==> src/rtl/sha3_arb_pkg.sv <==
// sha3_arb_pkg
// Shared types and constants for the SHA3 core arbiter.
//   arb_state_t : arbiter FSM state encoding
//   DIGEST_W    : width of the keccak digest returned to requesters
package sha3_arb_pkg;

   localparam int DIGEST_W = 512;

   typedef enum logic [2:0] {
      IDLE   = 3'd0,
      CLR    = 3'd1,
      LAUNCH = 3'd2,
      BUSY   = 3'd3,
      DONE   = 3'd4
   } arb_state_t;

endpackage

==> src/rtl/rr_arbiter.sv <==
// rr_arbiter
// Combinational round-robin pick: the first set request bit at or after
// index ptr, wrapping modulo NREQ.
//   req : request vector
//   ptr : index where the search starts
//   win : one-hot winner (all zero when req is zero)
module rr_arbiter #(
   parameter int NREQ = 2
) (
   input  logic [NREQ-1:0]         req,
   input  logic [$clog2(NREQ)-1:0] ptr,
   output logic [NREQ-1:0]         win
);

   // The request vector is laid out twice. Bits below ptr in the lower copy
   // are masked off, so the lowest surviving bit is the next requester in
   // round-robin order, and the upper copy supplies the wrap-around.
   logic [2*NREQ-1:0] dbl;
   logic [2*NREQ-1:0] masked;
   logic              found;

   assign dbl = {req, req};

   genvar gi;
   generate
      for (gi = 0; gi < 2*NREQ; gi++) begin : g_mask
         assign masked[gi] = dbl[gi] && (gi >= int'(ptr));
      end
   endgenerate

   always_comb begin
      win   = '0;
      found = 1'b0;
      for (int i = 0; i < 2*NREQ; i++) begin
         if (masked[i] && !found) begin
            win[i % NREQ] = 1'b1;
            found         = 1'b1;
         end
      end
   end

endmodule

==> src/rtl/sha3_arbiter.sv <==
// sha3_arbiter
// Shares one keccak core and its memory-read port between NREQ requesters.
// Each job: grant (round robin), clear the core, launch it, wait for the
// digest under a watchdog, then pulse done (or err on timeout).
//   clk, rst            : clock, synchronous active-high reset
//   req / gnt           : level request per requester / registered one-hot grant
//   done / err          : one-cycle completion / timeout pulse to the winner
//   digest              : last completed digest
//   req_addr / req_din  : memory read port toward the requesters
//   k_rst_b, k_in_ready : active-low clear and start pulse to the core
//   k_mem_addr/k_mem_din: core memory read port
//   k_out_usr/k_out_ready: core digest and completion flag
module sha3_arbiter
   import sha3_arb_pkg::*;
#(
   parameter int NREQ  = 2,
   parameter int WIDTH = 8,
   parameter int AW    = 8,
   parameter int TMO   = 4096
) (
   input  logic                  clk,
   input  logic                  rst,
   input  logic [NREQ-1:0]       req,
   output logic [NREQ-1:0]       gnt,
   output logic [NREQ-1:0]       done,
   output logic [NREQ-1:0]       err,
   output logic [DIGEST_W-1:0]   digest,
   output logic [AW-1:0]         req_addr,
   input  logic [NREQ*WIDTH-1:0] req_din,
   output logic                  k_rst_b,
   output logic                  k_in_ready,
   input  logic [AW-1:0]         k_mem_addr,
   output logic [WIDTH-1:0]      k_mem_din,
   input  logic [DIGEST_W-1:0]   k_out_usr,
   input  logic                  k_out_ready
);

   localparam int PW = $clog2(NREQ);
   localparam int CW = $clog2(TMO) + 1;
   localparam logic [CW-1:0] WD_LAST = CW'(TMO - 1);

   arb_state_t          state_reg;
   logic [PW-1:0]       ptr_reg;
   logic [NREQ-1:0]     gnt_reg;
   logic [DIGEST_W-1:0] digest_reg;
   logic [CW-1:0]       wd_reg;

   logic [NREQ-1:0]     win;
   logic [PW-1:0]       gnt_idx;
   logic [PW-1:0]       ptr_next;
   logic                timeout;

   rr_arbiter #(.NREQ(NREQ)) u_rr (
      .req (req),
      .ptr (ptr_reg),
      .win (win)
   );

   // Index of the current winner, recovered from the one-hot grant.
   always_comb begin
      gnt_idx = '0;
      for (int i = 0; i < NREQ; i++) begin
         if (gnt_reg[i]) gnt_idx = PW'(i);
      end
   end

   assign ptr_next = (gnt_idx == PW'(NREQ - 1)) ? '0 : gnt_idx + PW'(1);

   // Completion wins over timeout when both land in the same cycle.
   assign timeout = (state_reg == BUSY) && !k_out_ready && (wd_reg == WD_LAST);

   always_ff @(posedge clk) begin
      if (rst) begin
         state_reg  <= IDLE;
         ptr_reg    <= '0;
         gnt_reg    <= '0;
         digest_reg <= '0;
         wd_reg     <= '0;
      end else begin
         case (state_reg)
            IDLE: begin
               if (|req) begin
                  gnt_reg   <= win;
                  state_reg <= CLR;
               end
            end
            CLR: state_reg <= LAUNCH;
            LAUNCH: begin
               wd_reg    <= '0;
               state_reg <= BUSY;
            end
            BUSY: begin
               if (k_out_ready) begin
                  digest_reg <= k_out_usr;
                  state_reg  <= DONE;
               end else if (wd_reg == WD_LAST) begin
                  gnt_reg   <= '0;
                  ptr_reg   <= ptr_next;
                  state_reg <= IDLE;
               end else if (wd_reg != {CW{1'b1}}) begin
                  wd_reg <= wd_reg + 1'b1;
               end
            end
            DONE: begin
               gnt_reg   <= '0;
               ptr_reg   <= ptr_next;
               state_reg <= IDLE;
            end
            default: state_reg <= IDLE;
         endcase
      end
   end

   assign gnt        = gnt_reg;
   assign digest     = digest_reg;
   assign done       = (state_reg == DONE) ? gnt_reg : '0;
   assign err        = timeout ? gnt_reg : '0;
   assign k_in_ready = (state_reg == LAUNCH);
   // Core is held in reset both in CLR and for as long as rst is asserted.
   assign k_rst_b    = !rst && (state_reg != CLR);

   // Memory routing: each slice is gated by its grant bit, then OR-merged;
   // with a one-hot grant at most one slice is non-zero.
   logic [WIDTH-1:0] din_sel [NREQ];
   logic [WIDTH-1:0] din_or;

   genvar gi;
   generate
      for (gi = 0; gi < NREQ; gi++) begin : g_route
         assign din_sel[gi] = gnt_reg[gi] ? req_din[gi*WIDTH +: WIDTH] : '0;
      end
   endgenerate

   always_comb begin
      din_or = '0;
      for (int i = 0; i < NREQ; i++) din_or = din_or | din_sel[i];
   end

   assign k_mem_din = din_or;
   assign req_addr  = (|gnt_reg) ? k_mem_addr : '0;

endmodule

==> config.mk <==
export PLATFORM = sky130hd
export DESIGN_NAME = sha3_arbiter
export DESIGN_NICKNAME = d
export VERILOG_FILES = /design/src/rtl/sha3_arb_pkg.sv /design/src/rtl/rr_arbiter.sv /design/src/rtl/sha3_arbiter.sv
export SDC_FILE = /design/constraint.sdc
export NUM_CORES = 1
export LEC_CHECK = 0
export CAP_MARGIN = 20
export CORE_AREA = 2 2 418 420
export CTS_CLUSTER_DIAMETER = 100
export CTS_CLUSTER_SIZE = 40
export DETAILED_ROUTE_END_ITERATION = 7
export DIE_AREA = 0 0 420 422
export PLACE_DENSITY = 0.36
export SLEW_MARGIN = 20
export SYNTH_ARGS = -nofsm -noshare
export SYNTH_HDL_FRONTEND = slang
export SYNTH_HIERARCHICAL = 1
export SYNTH_SLANG_ARGS = --single-unit
==> constraint.sdc <==
create_clock -name clk -period 5.5 [get_ports clk]
set_input_delay 0.825 -clock clk [delete_from_list [all_inputs] [get_ports clk]]
set_output_delay 0.825 -clock clk [all_outputs]
set_load 0.01 [all_outputs]
# After elaboration in Yosys (flattened, before gate mapping)
# Index checks and enable logic that the tools add are counted.
[totals] register_bits=531 input_bits=541 out_inout_bits=536 wordCells=73
[op_classes] addsub=2 n_lt_le_gt_ge=1 n_eq_ne=13 muxes=28 bitwise=1 n_reduce_logical=23
[ops] cell="2-to-1 mux 13 bit" count=3
[ops] cell="case mux 13 bit (2 select lines)" count=1
[ops] cell="2-to-1 mux 8 bit" count=3
[ops] cell="adder 13 x 1 -> 13 bit (second input constant)" count=1
[ops] cell="== test 13 x 12 -> 1 bit (second input constant)" count=1
[ops] cell="inequality test 13 bit (second input constant)" count=1
[ops] cell="case mux 3 bit (4 select lines)" count=1
[ops] cell="2-to-1 mux 1 bit" count=10
[ops] cell="2-to-1 mux 2 bit" count=5
[ops] cell="2-to-1 mux 3 bit" count=3
[ops] cell="OR 8 bit" count=1
[ops] cell="AND reduction 4 bit" count=2
[ops] cell="logical AND 1 bit" count=7
[ops] cell="== test 3 x 2 -> 1 bit (second input constant)" count=2
[ops] cell="inequality test 2 bit (second input constant)" count=3
[ops] cell="case mux 2 bit (3 select lines)" count=1
[ops] cell="logical NOT 1 bit" count=5
[ops] cell="inequality test 2 x 1 -> 1 bit (second input constant)" count=2
[ops] cell="AND reduction 2 bit" count=2
[ops] cell="nonzero test 2 bit" count=2
[ops] cell="OR reduction 2 bit" count=2
[ops] cell="== test 3 x 1 -> 1 bit (second input constant)" count=1
[ops] cell="== test 3 bit (second input constant)" count=1
[ops] cell="logical NOT 3 bit" count=1
[ops] cell="other kinds (7)" count=7

# Logic depth before layout (Yosys ltp)
# Gate-level depths: netlist (run 1).
[depth] word_depth=14 depth_mapped=7 mapped_depth_nobuf=5

# Cells and area by module
# Netlist (run 1), hierarchy kept.
[modules_own_cells] module="sha3_arbiter" instances=1 cells_per_inst=2369 area_each_um2=18733.0 seq_area_each_um2=10630.2
[modules_own_cells] module="rr_arbiter" instances=1 cells_per_inst=3 area_each_um2=18.8 seq_area_each_um2=0.0

# Worst setup path after synthesis (run 1)
# Ideal clock, no wire load.
[synth_timing] kind="input-to-output" start="input rst" end="output k_rst_b" arrival_time_ns=1.665 slack_ns=3.010 cell_stages=4 path_cell_list="clkbuf_1 > clkbuf_1 > clkbuf_1 > a21oi_1"
[synth_between] elab_chain_len=2
[synth_rtl] element="from (decl)" line_no="sha3_arbiter.sv:22" rtl="input logic rst,"
[synth_rtl] element="logical NOT 1 bit" line_no="sha3_arbiter.sv:120" rtl="assign k_rst_b = !rst && (state_reg != CLR);"
[synth_rtl] element="logical AND 1 bit" line_no="sha3_arbiter.sv:120"
[synth_rtl] element="to (decl)" line_no="sha3_arbiter.sv:30" rtl="output logic k_rst_b,"
# No other way between the ends.

# Final worst setup path (run 1)
[layout_timing] start="input k_out_ready" end="output err[0]"
[layout_between] elab_chain_len=4
[layout_rtl] element="from (decl)" line_no="sha3_arbiter.sv:35" rtl="input logic k_out_ready"
[layout_rtl] element="logical NOT 1 bit" line_no="sha3_arbiter.sv:70" rtl="assign timeout = (state_reg == BUSY) && !k_out_ready && (wd_reg == WD_LAST);"
[layout_rtl] element="logical AND 1 bit (2 in a row)" line_no="sha3_arbiter.sv:70"
[layout_rtl] element="2-to-1 mux 2 bit" line_no="sha3_arbiter.sv:117" rtl="assign err = timeout ? gnt_reg : '0;"
[layout_rtl] element="to (decl)" line_no="sha3_arbiter.sv:26" rtl="output logic [NREQ-1:0] err,"
# No other way between the ends.

==> results of run 1 <==
[layout make-up]
type | count | area share, %
tap | 2325 | 8.73
clock buffer | 42 | 3.05
multi-input combinational | 1657 | 21.7
clock inverter | 24 | 0.976
sequential | 531 | 31.9
antenna | 9 | 0.0676
inverter | 5 | 0.0563
timing repair buffer | 1111 | 33.5
[synthesized netlist by cell type, types with 2 or more instances]
cell | instances | area, sq um
inv_1 | 5 | 18.8
clkbuf_1 | 113 | 424
a21oi_1 | 518 | 2590
nor3_1 | 4 | 20.0
or3_1 | 7 | 43.8
buf_4 | 49 | 368
and3_1 | 3 | 18.8
nand2b_1 | 2 | 12.5
o21ai_0 | 5 | 25.0
nor2b_1 | 10 | 62.6
and2_1 | 5 | 31.3
a22o_1 | 8 | 70.1
dfxtp_1 | 531 | 10600
nand2_1 | 1037 | 3890
buf_2 | 15 | 75.1
nor4_1 | 5 | 31.3
nand3_1 | 4 | 20.0
mux2i_1 | 5 | 50.1
nor3b_1 | 2 | 15.0
buf_1 | 2 | 7.51
nor2_1 | 9 | 33.8
or4_1 | 2 | 15.0
o31ai_1 | 4 | 30.0
[kinds of logic (layout without fill, tap and decap cells)]
group	after synthesis	count (layout)	share of synthesized area, %
XOR/XNOR	2	2	0.0934
AO/OA/AOI/OAI	548	548	15.1
adder cells (fa/ha/maj)	1	1	0.0667
buffers and inverters	184	1182	4.76
AND/OR/NAND/NOR	1100	1100	23.0
multiplexers	6	6	0.347
flip-flops	531	531	56.7
other	0	9	0
[placed cells by master (no fill, tap or decap), drive strengths merged, types with 6 or more instances in the layout]
master	synthesis	routed
or3	8	8
a21oi	518	518
nor2b	10	10
diode	0	9
clkbuf	113	42
nor4	6	6
nor2	9	9
nand2	1037	1037
a22o	8	8
buf	66	36
inv	5	21
clkdlybuf4s50	0	1075
dfxtp	531	531
[power by group through the flow]
stage | clock [mW] | sequential, mW | combinational (mW)
after global routing | 3.61 | 3.98 | 1.08
after detailed placement | 0 | 4.06 | 1.03
after floorplan | 0 | 4.09 | 0.254
final | 3.29 | 3.97 | 1.01
after global placement | 0 | 4.06 | 1.03
after CTS | 3.50 | 3.97 | 1.03
[metal layers]
layer	GRT usage (%)	vias up
li1	-	9617
met1	13.8	9098
met2	20.3	511
met3	3.60	131
met4	3.32	44
met5	0	-
[stage by stage]
step                      total power [mW]  cell area [sq um]  hold WS [ps]  setup WS (ps)
final                                 8.27              33300           453           1360
after global routing                  8.68              33300           472           1270
after CTS                             8.50              33300           458           1340
after detailed placement              5.09              32000           445           1380
after global placement                5.09              32000           441           1430
after floorplan                       4.34              18800           456           3010
[tightest hold or removal path, cell delays in order, from the launching register on]
cell	delay (ps)
dfxtp_1	310
nand2_1	50
a21oi_1	50
[path summary, 6_finish.rpt]
kind                             startpoint                        to  slack [ps]  cells after the start
setup / recovery                k_out_ready                    err[0]        1360                      7
hold / removal     digest[355]$_SDFFE_PP0P_  digest[355]$_SDFFE_PP0P_         450                      2
setup reg to reg  state_reg[1]$_SDFFE_PP0P_  digest[213]$_SDFFE_PP0P_        2860                      5
hold reg to reg    digest[355]$_SDFFE_PP0P_  digest[355]$_SDFFE_PP0P_         450                      2
==> impl_metrics.json, run 1 <==
{
  "cts_setup_buffers": 0,
  "route.vias.total": 19400,
  "cp_num_buf_inv": 3,
  "arrival_ps": 3310,
  "hold_viol": 0,
  "routed.top_layer": "met5",
  "instances_no_fill": 5704,
  "cp_max_fo": 7,
  "cp.required_ps": 4680,
  "period_needed_ps": 4140,
  "fin_nets": 3886,
  "synthArstFlopShare_pct": 0,
  "post_cts_resized": 0,
  "wl_per_cell_um": 19.3,
  "synth-seq-cells": 531,
  "finalSetupViolCount": 0,
  "start_kind": "input pin",
  "hp-class": "reg2reg",
  "fp.dieH_um": 422,
  "maxSlewViolCount": 0,
  "seqPwrFrac_pct": 48.0,
  "p_per_area_mw_per_mm2": 248,
  "peakVddDrop_uv": 178,
  "synth-main-ff-cell": "dfxtp_1",
  "drive_above_1_share_pct": 3.41,
  "seq_area_frac_synth_pct": 56.7,
  "p_comb_share_pct": 12.2,
  "syn_area_sq_mm": 0.0188,
  "critPathTopFamily": "buffers and inverters",
  "syn-num-nets": 2914,
  "cp_slowest_cell": "clkdlybuf4s50_1",
  "fp-row-count": 153,
  "wl_met3_um": 7780,
  "drc_errors": 0,
  "period_share_pct": 75.2,
  "clock.fmax_mhz": 242,
  "slowest_delay_ps": 590,
  "p_leak_nw": 10.5,
  "critPathKind": "in2out",
  "synthCells": 2372,
  "hold_buffers": 0,
  "via_per_inst": 3.40,
  "cts-root-buf": "clkbuf_16",
  "synth_area_per_cell_sq_um": 7.91,
  "synth_enable_flop_cells": 0,
  "dieArea_sq_mm": 0.177,
  "cts_buffer_depth": 3,
  "grt_pass1_vias": 18400,
  "cp_common_cell": "clkdlybuf4s50_1",
  "ys_types": 50,
  "p_int_mw": 5.98,
  "route.met2.wl_um": 55200,
  "clk_latency_ps": 610,
  "antenna_found_initial": 35,
  "coreArea_sq_mm": 0.173,
  "largest_reg_flops": 512,
  "cts.sinks": 531,
  "rsz0062_at_grt": "false",
  "cts_buffers": 38,
  "yosys_warnings": 6,
  "gp_congestion": 0.837,
  "hpwl_um": 84400,
  "cts_htree_levels": 2,
  "relSlewSlack_pct": 28.3,
  "grt_usage_pct": 11.7,
  "path_cells": "clkdlybuf4s50_1, nor3b_2, nand2_1, nor3_1, buf_4, and2_1, clkdlybuf4s50_1",
  "routed_wirelength_um": 110000,
  "multiInputGateArea_sq_mm": 0.00725,
  "io_pins": 1077,
  "dpl.cell_count": 5629,
  "p_sw_mw": 2.29,
  "n_fill_cell": 19400,
  "fin_util_pct": 19.3,
  "cts_tree": "yes",
  "drv_cap": 0,
  "p_sw_share_pct": 27.7,
  "syn_to_final_growth_pct": 77.8,
  "register_area_sq_mm": 0.0106,
  "drt_iter0_drc": 938,
  "grt_pass1_wl_um": 148000,
  "fin_setup_tns_ps": 0,
  "die_w_um": 420,
  "worstMarginPinSlew_ps": 1070,
  "status": "finished clean",
  "path_clk_slew_ps": 80,
  "grt_start_max_net_pins": 170,
  "wl_met1_um": 44200,
  "portBuffers": 1076,
  "start_util_pct": 10.8,
  "end_kind": "primary output",
  "ant_nets": 0,
  "fin_skew_ps": 28.1,
  "grt-ovfl-total": 0,
  "firstDrtPassIters": 6,
  "p_clk_share_pct": 39.8
}
Power figures use the tool's default switching activity.
==> inputs of run 2 (changes only) <==
--- a/config.mk
+++ b/config.mk
@@ -6,11 +6,11 @@
 export NUM_CORES = 1
 export LEC_CHECK = 0
 export CAP_MARGIN = 20
-export CORE_AREA = 2 2 418 420
+export CORE_AREA = 2 2 417 419
 export CTS_CLUSTER_DIAMETER = 100
 export CTS_CLUSTER_SIZE = 40
 export DETAILED_ROUTE_END_ITERATION = 7
-export DIE_AREA = 0 0 420 422
+export DIE_AREA = 0 0 419 421
 export PLACE_DENSITY = 0.36
 export SLEW_MARGIN = 20
 export SYNTH_ARGS = -nofsm -noshare
==> constraint.sdc (replaced) <==
create_clock -name clk -period 4.1 [get_ports clk]
set_input_delay 0.615 -clock clk [delete_from_list [all_inputs] [get_ports clk]]
set_output_delay 0.615 -clock clk [all_outputs]
set_load 0.01 [all_outputs]
==> run 2 against run 1 <==
Against the previous run:
- non-clock buffer count rose by 4
- sequential power grew 34%
- clock skew increased by 3.3 ps
- critical endpoint is now err[1]
- largest power group unchanged
==> impl_metrics.json, run 2 (same netlist as run 1, synthesis figures left out) <==
{
  "post_cts_resized": 0,
  "cp.required_ps": 3480,
  "p_int_mw": 7.95,
  "io_pins": 1077,
  "p_clk_share_pct": 40.4,
  "cp_max_fo": 8,
  "gp_congestion": 0.879,
  "final_common_cell": "clkdlybuf4s50_1",
  "drv_cap": 0,
  "p_leak_nw": 10.5,
  "placed_cell_area_sq_mm": 0.0320,
  "grt_pass1_vias": 18500,
  "fp-row-count": 153,
  "cts-root-buf": "clkbuf_16",
  "cts_buffers": 38,
  "p_total_mw": 11.2,
  "arrival_ps": 3180,
  "fin_setup_tns_ps": 0,
  "hold_buffers": 0,
  "largest_reg_flops": 512,
  "finalSetupViolCount": 0,
  "cts_buffer_depth": 3,
  "die_w_um": 419,
  "rsz0062_at_grt": "false",
  "grt_pass1_wl_um": 150000,
  "grt_util_met2_pct": 20.6,
  "via_per_inst": 3.37,
  "cts_htree_levels": 2,
  "period_needed_ps": 3790,
  "hp-class": "in2reg",
  "grt_start_max_net_pins": 163,
  "critPathKind": "reg2out",
  "layout_common_cells": "1075 x clkdlybuf4s50_1, 1037 x nand2_1, 531 x dfxtp_1, 518 x a21oi_1, 38 x clkbuf_16",
  "dieArea_sq_mm": 0.176,
  "drive_above_1_share_pct": 3.64,
  "cts_setup_buffers": 0,
  "fp.dieH_um": 421,
  "grt-ovfl-total": 0,
  "seqPwrFrac_pct": 47.6,
  "cts_tree": "yes",
  "end_kind": "primary output",
  "status": "finished clean",
  "fin_nets": 3890,
  "p_sw_mw": 3.25,
  "n_fill_cell": 19300,
  "wl_per_cell_um": 19.3,
  "syn_to_final_growth_pct": 78.6,
  "hold_viol": 0,
  "route.vias.total": 19200,
  "maxSlewViolCount": 0,
  "grtUsageMet1_pct": 13.9,
  "firstDrtPassIters": 5,
  "drt_iter0_drc": 1017,
  "portBuffers": 1076,
  "fin_area_sq_mm": 0.0335,
  "peakVddDrop_uv": 271,
  "worstMarginPinSlew_ps": 991,
  "antenna_found_initial": 39,
  "ant_nets": 0,
  "cts.sinks": 531,
  "start_kind": "flop",
  "fin_skew_ps": 31.4,
  "start_util_pct": 10.9,
  "grt_usage_pct": 11.9,
  "busiest_layer": "met2",
  "grtUsageMet3_pct": 3.91,
  "drc_errors": 0,
  "p_per_area_mw_per_mm2": 335,
  "path_clk_slew_ps": 100,
  "relSlewSlack_pct": 34.0,
  "routed_wirelength_um": 111000,
  "period_share_pct": 92.5,
  "hpwl_um": 85000,
  "clock.fmax_mhz": 264,
  "coreArea_sq_mm": 0.172,
  "clk_latency_ps": 630,
  "p_sw_share_pct": 29.0,
  "p_comb_share_pct": 12.0
}
## run 2: per-layer routing
metal,vias up,part of all wire [%]
met5,-,0.27
met4,48,2.3
met3,141,7.4
met2,504,50
met1,8918,40
li1,9629,-
## run 2: final timing paths
path	slack, ps	startpoint	endpoint	depth (start not counted)
hold / removal	430	rst	digest[316]$_SDFFE_PP0P_	2
setup reg to reg	1650	state_reg[1]$_SDFFE_PP0P_	digest[340]$_SDFFE_PP0P_	6
hold reg to reg	450	digest[232]$_SDFFE_PP0P_	digest[232]$_SDFFE_PP0P_	2
setup / recovery	310	wd_reg[0]$_SDFFE_PP0P_	err[1]	7
## run 2: final cells by class
class / count / area (sq um) / share of cell area [%]
clock inverter: 32 / 483 / 1.44
inverter: 5 / 18.8 / 0.0560
timing repair buffer: 1115 / 11200 / 33.5
sequential: 531 / 10600 / 31.7
antenna: 12 / 30.0 / 0.0897
tap: 2325 / 2910 / 8.69
multi-input combinational: 1657 / 7250 / 21.6
clock buffer: 38 / 951 / 2.84
## run 2: power by group through the flow
| stage | registers [mW] | clock network [mW] | logic, mW |
|---|---|---|---|
| after CTS | 5.33 | 4.83 | 1.37 |
| after global placement | 5.44 | 0 | 1.37 |
| after floorplan | 5.48 | 0 | 0.341 |
| after global routing | 5.34 | 4.96 | 1.44 |
| after detailed placement | 5.45 | 0 | 1.36 |
| final | 5.33 | 4.53 | 1.34 |
## run 2: worst max-delay path: stages, from the launching register on
cell             delay (ps)
dfxtp_1                 440
ha_1                    250
nand4_4                 170
or3_1                   430
nor3_1                  260
buf_4                   180
and2_1                  230
clkdlybuf4s50_1         600
## run 2: stage by stage
step | instances | hold WS (ps) | setup WS [ps] | util [%]
after floorplan | 2372 | 456 | 1990 | -
after global placement | 5633 | 441 | 528 | 18.6
after detailed placement | 5633 | 446 | 559 | 18.6
after CTS | 5703 | 413 | 157 | 19.4
after global routing | 5712 | 428 | 76.7 | 19.4
final | 5715 | 431 | 308 | 19.4
